File: config.mk
export PLATFORM = sky130hd
export DESIGN_NAME = seq_loader
export DESIGN_NICKNAME = d
export VERILOG_FILES = /design/src/rtl/nw_pkg.sv /design/src/rtl/sym_encoder.sv /design/src/rtl/seq_loader.sv
export SDC_FILE = /design/constraint.sdc
export NUM_CORES = 1
export LEC_CHECK = 0
export ABC_AREA = 1
export BUFFER_PORTS_ARGS = -buffer_cell sky130_fd_sc_hd__buf_2
export CAP_MARGIN = 25
export CORE_MARGIN = 5
export CORE_UTILIZATION = 44
export CTS_CLUSTER_DIAMETER = 120
export DETAILED_ROUTE_END_ITERATION = 10
export PLACE_DENSITY = 0.74
export SLEW_MARGIN = 20
export SYNTH_ARGS = -nofsm -noshare
export SYNTH_HDL_FRONTEND = slang
export SYNTH_SLANG_ARGS = --single-unit
File: constraint.sdc
create_clock -name clk -period 1.4 [get_ports clk]
set_clock_uncertainty 0.05 [all_clocks]
set_input_delay 0.35 -clock clk [delete_from_list [all_inputs] [get_ports clk]]
set_output_delay 0.35 -clock clk [all_outputs]
set_load 0.02 [all_outputs]
File: src/rtl/nw_pkg.sv
// Shared Needleman-Wunsch definitions: symbol codes, stream terminators, loader states.
package nw_pkg;
    localparam logic [2:0] SYM_A = 3'd1;
    localparam logic [2:0] SYM_C = 3'd2;
    localparam logic [2:0] SYM_G = 3'd3;
    localparam logic [2:0] SYM_T = 3'd4;

    localparam logic [7:0] CHR_SEP = 8'h3B;
    localparam logic [7:0] CHR_EOL = 8'h0A;

    typedef enum logic [2:0] {
        ST_IDLE,
        ST_LOAD_A,
        ST_LOAD_B,
        ST_DONE,
        ST_ERR
    } loader_state_e;
endpackage

File: src/rtl/sym_encoder.sv
// Combinational ASCII-to-symbol encoder with character class flags.
// SEQ_LOADER_LOWERCASE_EN: also accept a/c/g/t as their uppercase forms.
module sym_encoder
    import nw_pkg::*;
(
    input  logic [7:0] char_in,
    output logic [2:0] sym,
    output logic       is_sym,
    output logic       is_sep,
    output logic       is_eol,
    output logic       is_illegal
);
    logic [7:0] ch_up;

    always_comb begin
`ifdef SEQ_LOADER_LOWERCASE_EN
        // Folding to uppercase is safe: only the four letters survive the case below.
        ch_up = (char_in >= 8'h61 && char_in <= 8'h7A) ? (char_in & 8'hDF) : char_in;
`else
        ch_up = char_in;
`endif
        sym = 3'd0;
        case (ch_up)
            8'h41:   sym = SYM_A;
            8'h43:   sym = SYM_C;
            8'h47:   sym = SYM_G;
            8'h54:   sym = SYM_T;
            default: sym = 3'd0;
        endcase
        is_sym     = (sym != 3'd0);
        is_sep     = (char_in == CHR_SEP);
        is_eol     = (char_in == CHR_EOL);
        is_illegal = !(is_sym || is_sep || is_eol);
    end
endmodule

File: src/rtl/seq_loader.sv
// Loads sequence A (';'-terminated) then B ('\n'-terminated) into the sequence RAMs.
// Lowercase input is accepted when SEQ_LOADER_LOWERCASE_EN is defined (see sym_encoder).
module seq_loader
    import nw_pkg::*;
#(
    parameter int N       = 128,
    parameter int BitAddr = $clog2(N + 1)
) (
    input  logic             clk,
    input  logic             rst,
    input  logic             start,
    input  logic [7:0]       char_in,
    input  logic             char_valid,
    output logic             char_ready,
    output logic [2:0]       din_ram,
    output logic             en_ram,
    output logic             weA,
    output logic             weB,
    output logic [BitAddr:0] addr_dinA,
    output logic [BitAddr:0] addr_dinB,
    output logic [BitAddr:0] len_a,
    output logic [BitAddr:0] len_b,
    output logic             load_done,
    output logic             load_err
);
    localparam logic [BitAddr:0] LEN_MAX = (BitAddr + 1)'(N);
    localparam logic [BitAddr:0] LEN_ONE = (BitAddr + 1)'(1);

    loader_state_e    state_q;
    logic [2:0]       din_q;
    logic             en_q, we_a_q, we_b_q;
    logic [BitAddr:0] addr_a_q, addr_b_q, len_a_q, len_b_q;
    logic             done_q, err_q;

    logic [2:0] sym;
    logic       is_sym, is_sep, is_eol, is_illegal;

    sym_encoder u_enc (
        .char_in    (char_in),
        .sym        (sym),
        .is_sym     (is_sym),
        .is_sep     (is_sep),
        .is_eol     (is_eol),
        .is_illegal (is_illegal)
    );

    always_ff @(posedge clk) begin
        if (!rst) begin
            state_q  <= ST_IDLE;
            din_q    <= '0;
            en_q     <= 1'b0;
            we_a_q   <= 1'b0;
            we_b_q   <= 1'b0;
            addr_a_q <= '0;
            addr_b_q <= '0;
            len_a_q  <= '0;
            len_b_q  <= '0;
            done_q   <= 1'b0;
            err_q    <= 1'b0;
        end else begin
            en_q   <= 1'b0;
            we_a_q <= 1'b0;
            we_b_q <= 1'b0;
            case (state_q)
                ST_LOAD_A: begin
                    if (char_valid) begin
                        if (is_sym) begin
                            if (len_a_q == LEN_MAX) begin
                                state_q <= ST_ERR;
                                err_q   <= 1'b1;
                            end else begin
                                len_a_q  <= len_a_q + LEN_ONE;
                                addr_a_q <= len_a_q + LEN_ONE;
                                din_q    <= sym;
                                en_q     <= 1'b1;
                                we_a_q   <= 1'b1;
                            end
                        end else if (is_illegal || is_eol || len_a_q == '0) begin
                            state_q <= ST_ERR;
                            err_q   <= 1'b1;
                        end else begin
                            state_q <= ST_LOAD_B;
                        end
                    end
                end
                ST_LOAD_B: begin
                    if (char_valid) begin
                        if (is_sym) begin
                            if (len_b_q == LEN_MAX) begin
                                state_q <= ST_ERR;
                                err_q   <= 1'b1;
                            end else begin
                                len_b_q  <= len_b_q + LEN_ONE;
                                addr_b_q <= len_b_q + LEN_ONE;
                                din_q    <= sym;
                                en_q     <= 1'b1;
                                we_b_q   <= 1'b1;
                            end
                        end else if (is_illegal || is_sep || len_b_q == '0) begin
                            state_q <= ST_ERR;
                            err_q   <= 1'b1;
                        end else begin
                            state_q <= ST_DONE;
                            done_q  <= 1'b1;
                        end
                    end
                end
                default: begin
                    // IDLE, DONE and ERR all restart the same way.
                    if (start) begin
                        state_q <= ST_LOAD_A;
                        len_a_q <= '0;
                        len_b_q <= '0;
                        done_q  <= 1'b0;
                        err_q   <= 1'b0;
                    end
                end
            endcase
        end
    end

    assign char_ready = (state_q == ST_LOAD_A) || (state_q == ST_LOAD_B);
    assign din_ram    = din_q;
    assign en_ram     = en_q;
    assign weA        = we_a_q;
    assign weB        = we_b_q;
    assign addr_dinA  = addr_a_q;
    assign addr_dinB  = addr_b_q;
    assign len_a      = len_a_q;
    assign len_b      = len_b_q;
    assign load_done  = done_q;
    assign load_err   = err_q;
endmodule

# After elaboration in Yosys (flattened, before gate mapping)
# Cells that the tools add are included.
# word_totals
elab_cells	112
output_inout_bits	45
inputBits	12
register_bits	47
# op_classes
addsub	2
n_mux	48
n_eq_ne	22
n_reduce_logical	25
n_bitwise	4
# ops
cell	count
two-way mux 9 bit	7
two-way mux 3 bit	15
one-hot mux 9 bit (2 select lines)	2
equality test 8 x 7 -> 1 bit, second input constant	4
AND reduction 5 bit	4
adder 9 x 1 -> 9 bit, second input constant	2
equality test 9 x 8 -> 1 bit, second input constant	2
logical NOT 9 bit	2
two-way mux 1 bit	18
!= test 2 bit, second input constant	8
AND reduction 7 bit	2
!= test 3 bit, second input constant	4
one-hot mux 3 bit (2 select lines)	2
one-hot mux 3 bit (4 select lines)	1
equality test 8 x 4 -> 1 bit, second input constant	1
equality test 8 x 6 -> 1 bit, second input constant	1
AND reduction 4 bit	2
logical OR 1 bit	7
one-hot mux 1 bit (2 select lines)	3
nonzero test 2 bit	3
nonzero test 3 bit	2
NOT 1 bit	4
AND reduction 2 bit	2
equality test 3 x 1 -> 1 bit, second input constant	1
other kinds (2)	2

# Longest topological paths before layout
# depth
word_depth	12
depth_mapped	13
ltp_nobuf	13

# Cells and area by module
# From an unflattened synthesis, not the netlist that was laid out.
# hier_totals
cells_unflattened	334
hier_area_um2	2372.3
# by_module_without_submodules
module	n_inst	area_each_um2	cells_per_inst	seq_area_each_um2
seq_loader	1	2193.4	291	940.9
sym_encoder	1	178.9	43	0.0

# Worst setup path before layout
# OpenSTA, ideal clock, no wires.
# synth_path
path_kind	register to register
from	register len_a_q[0], in the netlist len_a[0]
to	register addr_a_q[8], in the netlist addr_dinA[8]
t_arrival_ns	1.505
setup_ns	0.116
t_required_ns	1.234
path_buffers	1
stages_incl_launch_ff	12
setup_slack_ns	-0.270
synth_period_minus_slack_ns	1.670
path_cell_list	dfxtp_1 inv_1 ha_1 nand3_1 nor2_2 nand2_1 nand2_1 nor2_2 nand2_2 buf_6 a21oi_1 nor2_1
# synth_via
elab_chain_len	3
elab_cells_between_ends	4
cone_classes	add/sub (1); eq/ne (1); bitwise (1); reduce/logical (1)
# synth_lines
item	line_no	source
start: declaration	seq_loader.sv:32	logic [BitAddr:0] addr_a_q, addr_b_q, len_a_q, len_b_q;
start signal: assignment	seq_loader.sv:72	len_a_q <= len_a_q + LEN_ONE;
branches (longest 3 deep; another with adder 9 x 1 -> 9 bit)	--	
end signal: assignment	seq_loader.sv:73	addr_a_q <= len_a_q + LEN_ONE;
end: declaration	seq_loader.sv:32	
# Parallel ways; which one is timed is not known.
# A chain may end at the register's enable or synchronous reset.

# Worst setup path after layout
# layout_path
from	register len_b_q[0], in the netlist len_b[0]
to	register addr_b_q[0], in the netlist addr_dinB[0]
# layout_via
elab_chain_len	3
elab_cells_between_ends	4
cone_classes	add/sub (1); eq/ne (1); bitwise (1); reduce/logical (1)
# layout_lines
item	line_no	source
start: declaration	seq_loader.sv:32	
start signal: assignment	seq_loader.sv:93	len_b_q <= len_b_q + LEN_ONE;
branches (longest 3 deep; another with adder 9 x 1 -> 9 bit)	--	
end signal: assignment	seq_loader.sv:94	addr_b_q <= len_b_q + LEN_ONE;
end: declaration	seq_loader.sv:32	
# Parallel ways; which one is timed is not known.

==> reports/results.txt <==
Design area: 4090 um^2
Hold Path Origin: addr_dinB[2]$_SDFFE_PN0P_
WHS Endpoint: addr_dinB[2]$_SDFFE_PN0P_
# rows: 26
Combinational share of power: 53.8%
Violated checks: negative setup slack
Most common cell after layout, fill and taps aside: nand2_1
Critical Path Source Type: flip-flop
Iter 0 DRT Violations: 319
Critical Path RT: 1.58 ns
Yosys reg bits: 47
Critical path's top delay family: simple AND/OR/NAND/NOR gates
Number of setup violations in the final report: 48
DRT Wirelength: 9670 um
Most frequent cells in the layout: nand2_1, buf_4, buf_2
Clock sinks: 47
Crit path DAT: 1.93 ns
Placeable Area: 5200 um^2
HP Class: flip-flop to flip-flop
Hold Violations, Final: 0
Area after DPL: 3240 um^2
Port Buffers: 56
Slew @ Worst Pin: 0.386 ns
GPL Wtd Cong: 0.895
Antenna diodes: 0
Total number of vias: 3136
Buf/Inv on CP: 3
Worst r2r dst: addr_dinB[0]$_SDFFE_PN0P_
Layout Area Growth over Synthesis: 70.9%
Worst Reg-to-Reg Cells: 10
DR pass1 iterations: 6
Die height: 83.8 um
DRC: 0
Mapped Area: 2390 um^2
# hold bufs at CTS: 0
PnR worst setup slack: -0.351 ns
# nets final: 512
Root buf cell: clkbuf_8
Slowest-stage cell, CP: dfxtp_4
Ys Warns: 0
Sequential share of power: 29.0%
Yosys cell types: 28
Hold WS: 0.420 ns
Endpoint type of the worst setup path: flip-flop
Switching pwr: 2.40 mW
Status: complete, but fails checks
Wire length per cell: 17.1 um
CTS tree: done
Gr usage total: 20.7%
Detailed-route vias per instance: 5.53
Worst setup path category: flip-flop to flip-flop
Ports: 57
Placed insts: 535
Grt met3 use: 4.15%
# H-tree levels: 2
Final Slew Violations: 0
Min cycle time layout: 1.75 ns
Worst vdd ir: 693 uV
Initial Utilization: 46.0%
Synthesized net count: 373
M1 GR Usage: 25.5%
Clock Power Share: 17.2%
Rel. slew slack: 74.2%
RSZ-0062 raised after global routing: yes
Chip width: 83.8 um
R2r setup slk: -0.35 ns
Leakage: 1.98 nW
Fmax: 0.571 GHz
Avg Inst Size Synth: 6.70 um^2
Most used cell, CP: buf_4
Clock Latency Late Sink: 0.31 ns
Gate Count Post-Synth: 357
Grt total ovfl: 0
HPWL after DPL: 5020 um
Hold Path Stages: 2
Met2 Use GR: 35.1%
Bufs on Longest Clock Path: 2
Worst-path fanout max: 6
Pwr Total: 5.56 mW
R2r startpoint: len_b[0]$_SDFFE_PN0P_
P_int: 3.16 mW
Critical path cell sequence: inv_4, ha_4, nand2_2, nor2_2, nand4_1, buf_4, nand4_4, buf_4, nand2_1, a21oi_1
Vias in the first global route: 2665
CP max stage delay: 0.37 ns
Antenna violations before repair: 0
Final period util: 125%
Global-route wire length before repair: 12100 um
Pwr Density: 1360 nW/um^2
Die footprint: 7010 um^2
GRT busiest layer: met2
Final ANT Viol Nets: 0
Layout cells sized above 1: 55.3%
Largest net degree at the start of global routing: 24
Final std cells w/o fill: 567
Clock transition at the registers of the reported paths: 0.10 ns
Maxcap violations: 0
Switching share of power: 43.2%
Seq/Total Area, Yosys: 39.3%
CTS Buf Count: 5
-- per-layer routing --
metal,wire (um),vias up
met5,0,-
met4,416,0
met3,829,53
met2,4670,202
met1,3750,1476
li1,-,1405
-- flip-flops by register name (all words and copies together), names as in the netlist --
signal     flops
addr_dinA      9
addr_dinB      9
din_ram        3
en_ram         1
len_a          9
len_b          9
load_done      1
load_err       1
state_q        3
weA            1
weB            1
-- power by group through the flow --
| stage | clock network (mW) | registers, mW | logic [mW] |
|---|---|---|---|
| after global placement | 0 | 1.59 | 1.81 |
| after floorplan | 0 | 1.73 | 0.957 |
| after global routing | 1.01 | 1.62 | 3.16 |
| after CTS | 0.948 | 1.59 | 2.24 |
| after detailed placement | 0 | 1.60 | 1.85 |
| final | 0.958 | 1.61 | 2.99 |
-- worst min-delay path, cell delays in order (launching register included) --
cell     delay [ns]
dfxtp_1        0.32
nand2_1        0.06
a21oi_1        0.05
-- stage by stage --
stage / utilization, % / setup WS, ns / TNS, ns
4_1_cts: 69.1 / -0.182 / -6.03
2_1_floorplan: - / -0.0740 / -1.19
3_3_place_gp: 62.3 / -0.309 / -9.30
6_report: 78.6 / -0.351 / -10.61
5_1_grt: 78.6 / -0.379 / -12.58
3_5_place_dp: 62.3 / -0.308 / -10.93
-- timing repair --
action,CTS,global route
gates resized for setup,49,99
pin swaps,35,38
buffers inserted,8,10
endpoints found under the setup margin,48,52
gates cloned,3,3
-- final cells by class --
cell class | instances | area [um^2]
multi-input combinational | 266 | 1780
fill | 311 | 1110
sequential | 47 | 975
timing repair buffer | 137 | 973
inverter | 38 | 163
clock buffer | 6 | 93.8
tap | 70 | 87.6
clock inverter | 2 | 13.8
timing repair inverter | 1 | 7.51
-- synth_stat cells --
cell type	instances	area, um^2
xor2_1	9	78.8
nand4_1	2	12.5
ha_1	4	50.1
inv_2	5	18.8
buf_4	2	15.0
nand2_4	1	11.3
nand4_4	1	21.3
nand3b_1	3	22.5
nand3_2	2	20.0
nand4_2	1	12.5
clkbuf_4	1	7.51
o21ai_0	8	40.0
buf_2	1	5.00
a31oi_1	1	6.26
nand3_1	29	145
clkinv_1	1	3.75
nand2_1	104	390
nor2_2	4	25.0
nand2_2	2	12.5
xnor2_1	2	17.5
buf_6	2	22.5
a21oi_1	33	165
o21ai_1	2	10.0
nor2_1	54	203
dfxtp_1	47	941
clkbuf_1	3	11.3
inv_1	32	120
nor3_1	1	5.00
-- how the worst max path moves through the flow --
| stage | end | slack, ns | startpoint | cells after the start |
|---|---|---|---|---|
| 2_1_floorplan | len_b[0]$_SDFFE_PN0P_ | -0.07 | len_b[1]$_SDFFE_PN0P_ | 10 |
| 3_3_place_gp | addr_dinA[8]$_SDFFE_PN0P_ | -0.31 | char_in[4] | 9 |
| 3_5_place_dp | addr_dinA[8]$_SDFFE_PN0P_ | -0.31 | char_in[4] | 9 |
| 4_1_cts | len_b[1]$_SDFFE_PN0P_ | -0.18 | len_b[0]$_SDFFE_PN0P_ | 10 |
| 5_1_grt | addr_dinB[0]$_SDFFE_PN0P_ | -0.38 | len_b[0]$_SDFFE_PN0P_ | 10 |
| 6_report | addr_dinB[0]$_SDFFE_PN0P_ | -0.35 | len_b[0]$_SDFFE_PN0P_ | 10 |
-- cells by family (layout without fill, tap and decap cells) --
kind of cell	count (synthesis)	after routing	share of synthesized area (%)
compound gates	44	44	9.25
buf+inv	47	184	8.52
simple gates	204	207	36.8
fa+ha+maj	4	4	2.09
xor+xnor	11	11	4.03
flops	47	47	39.3
Note: power is estimated with default switching activity, not from simulation.
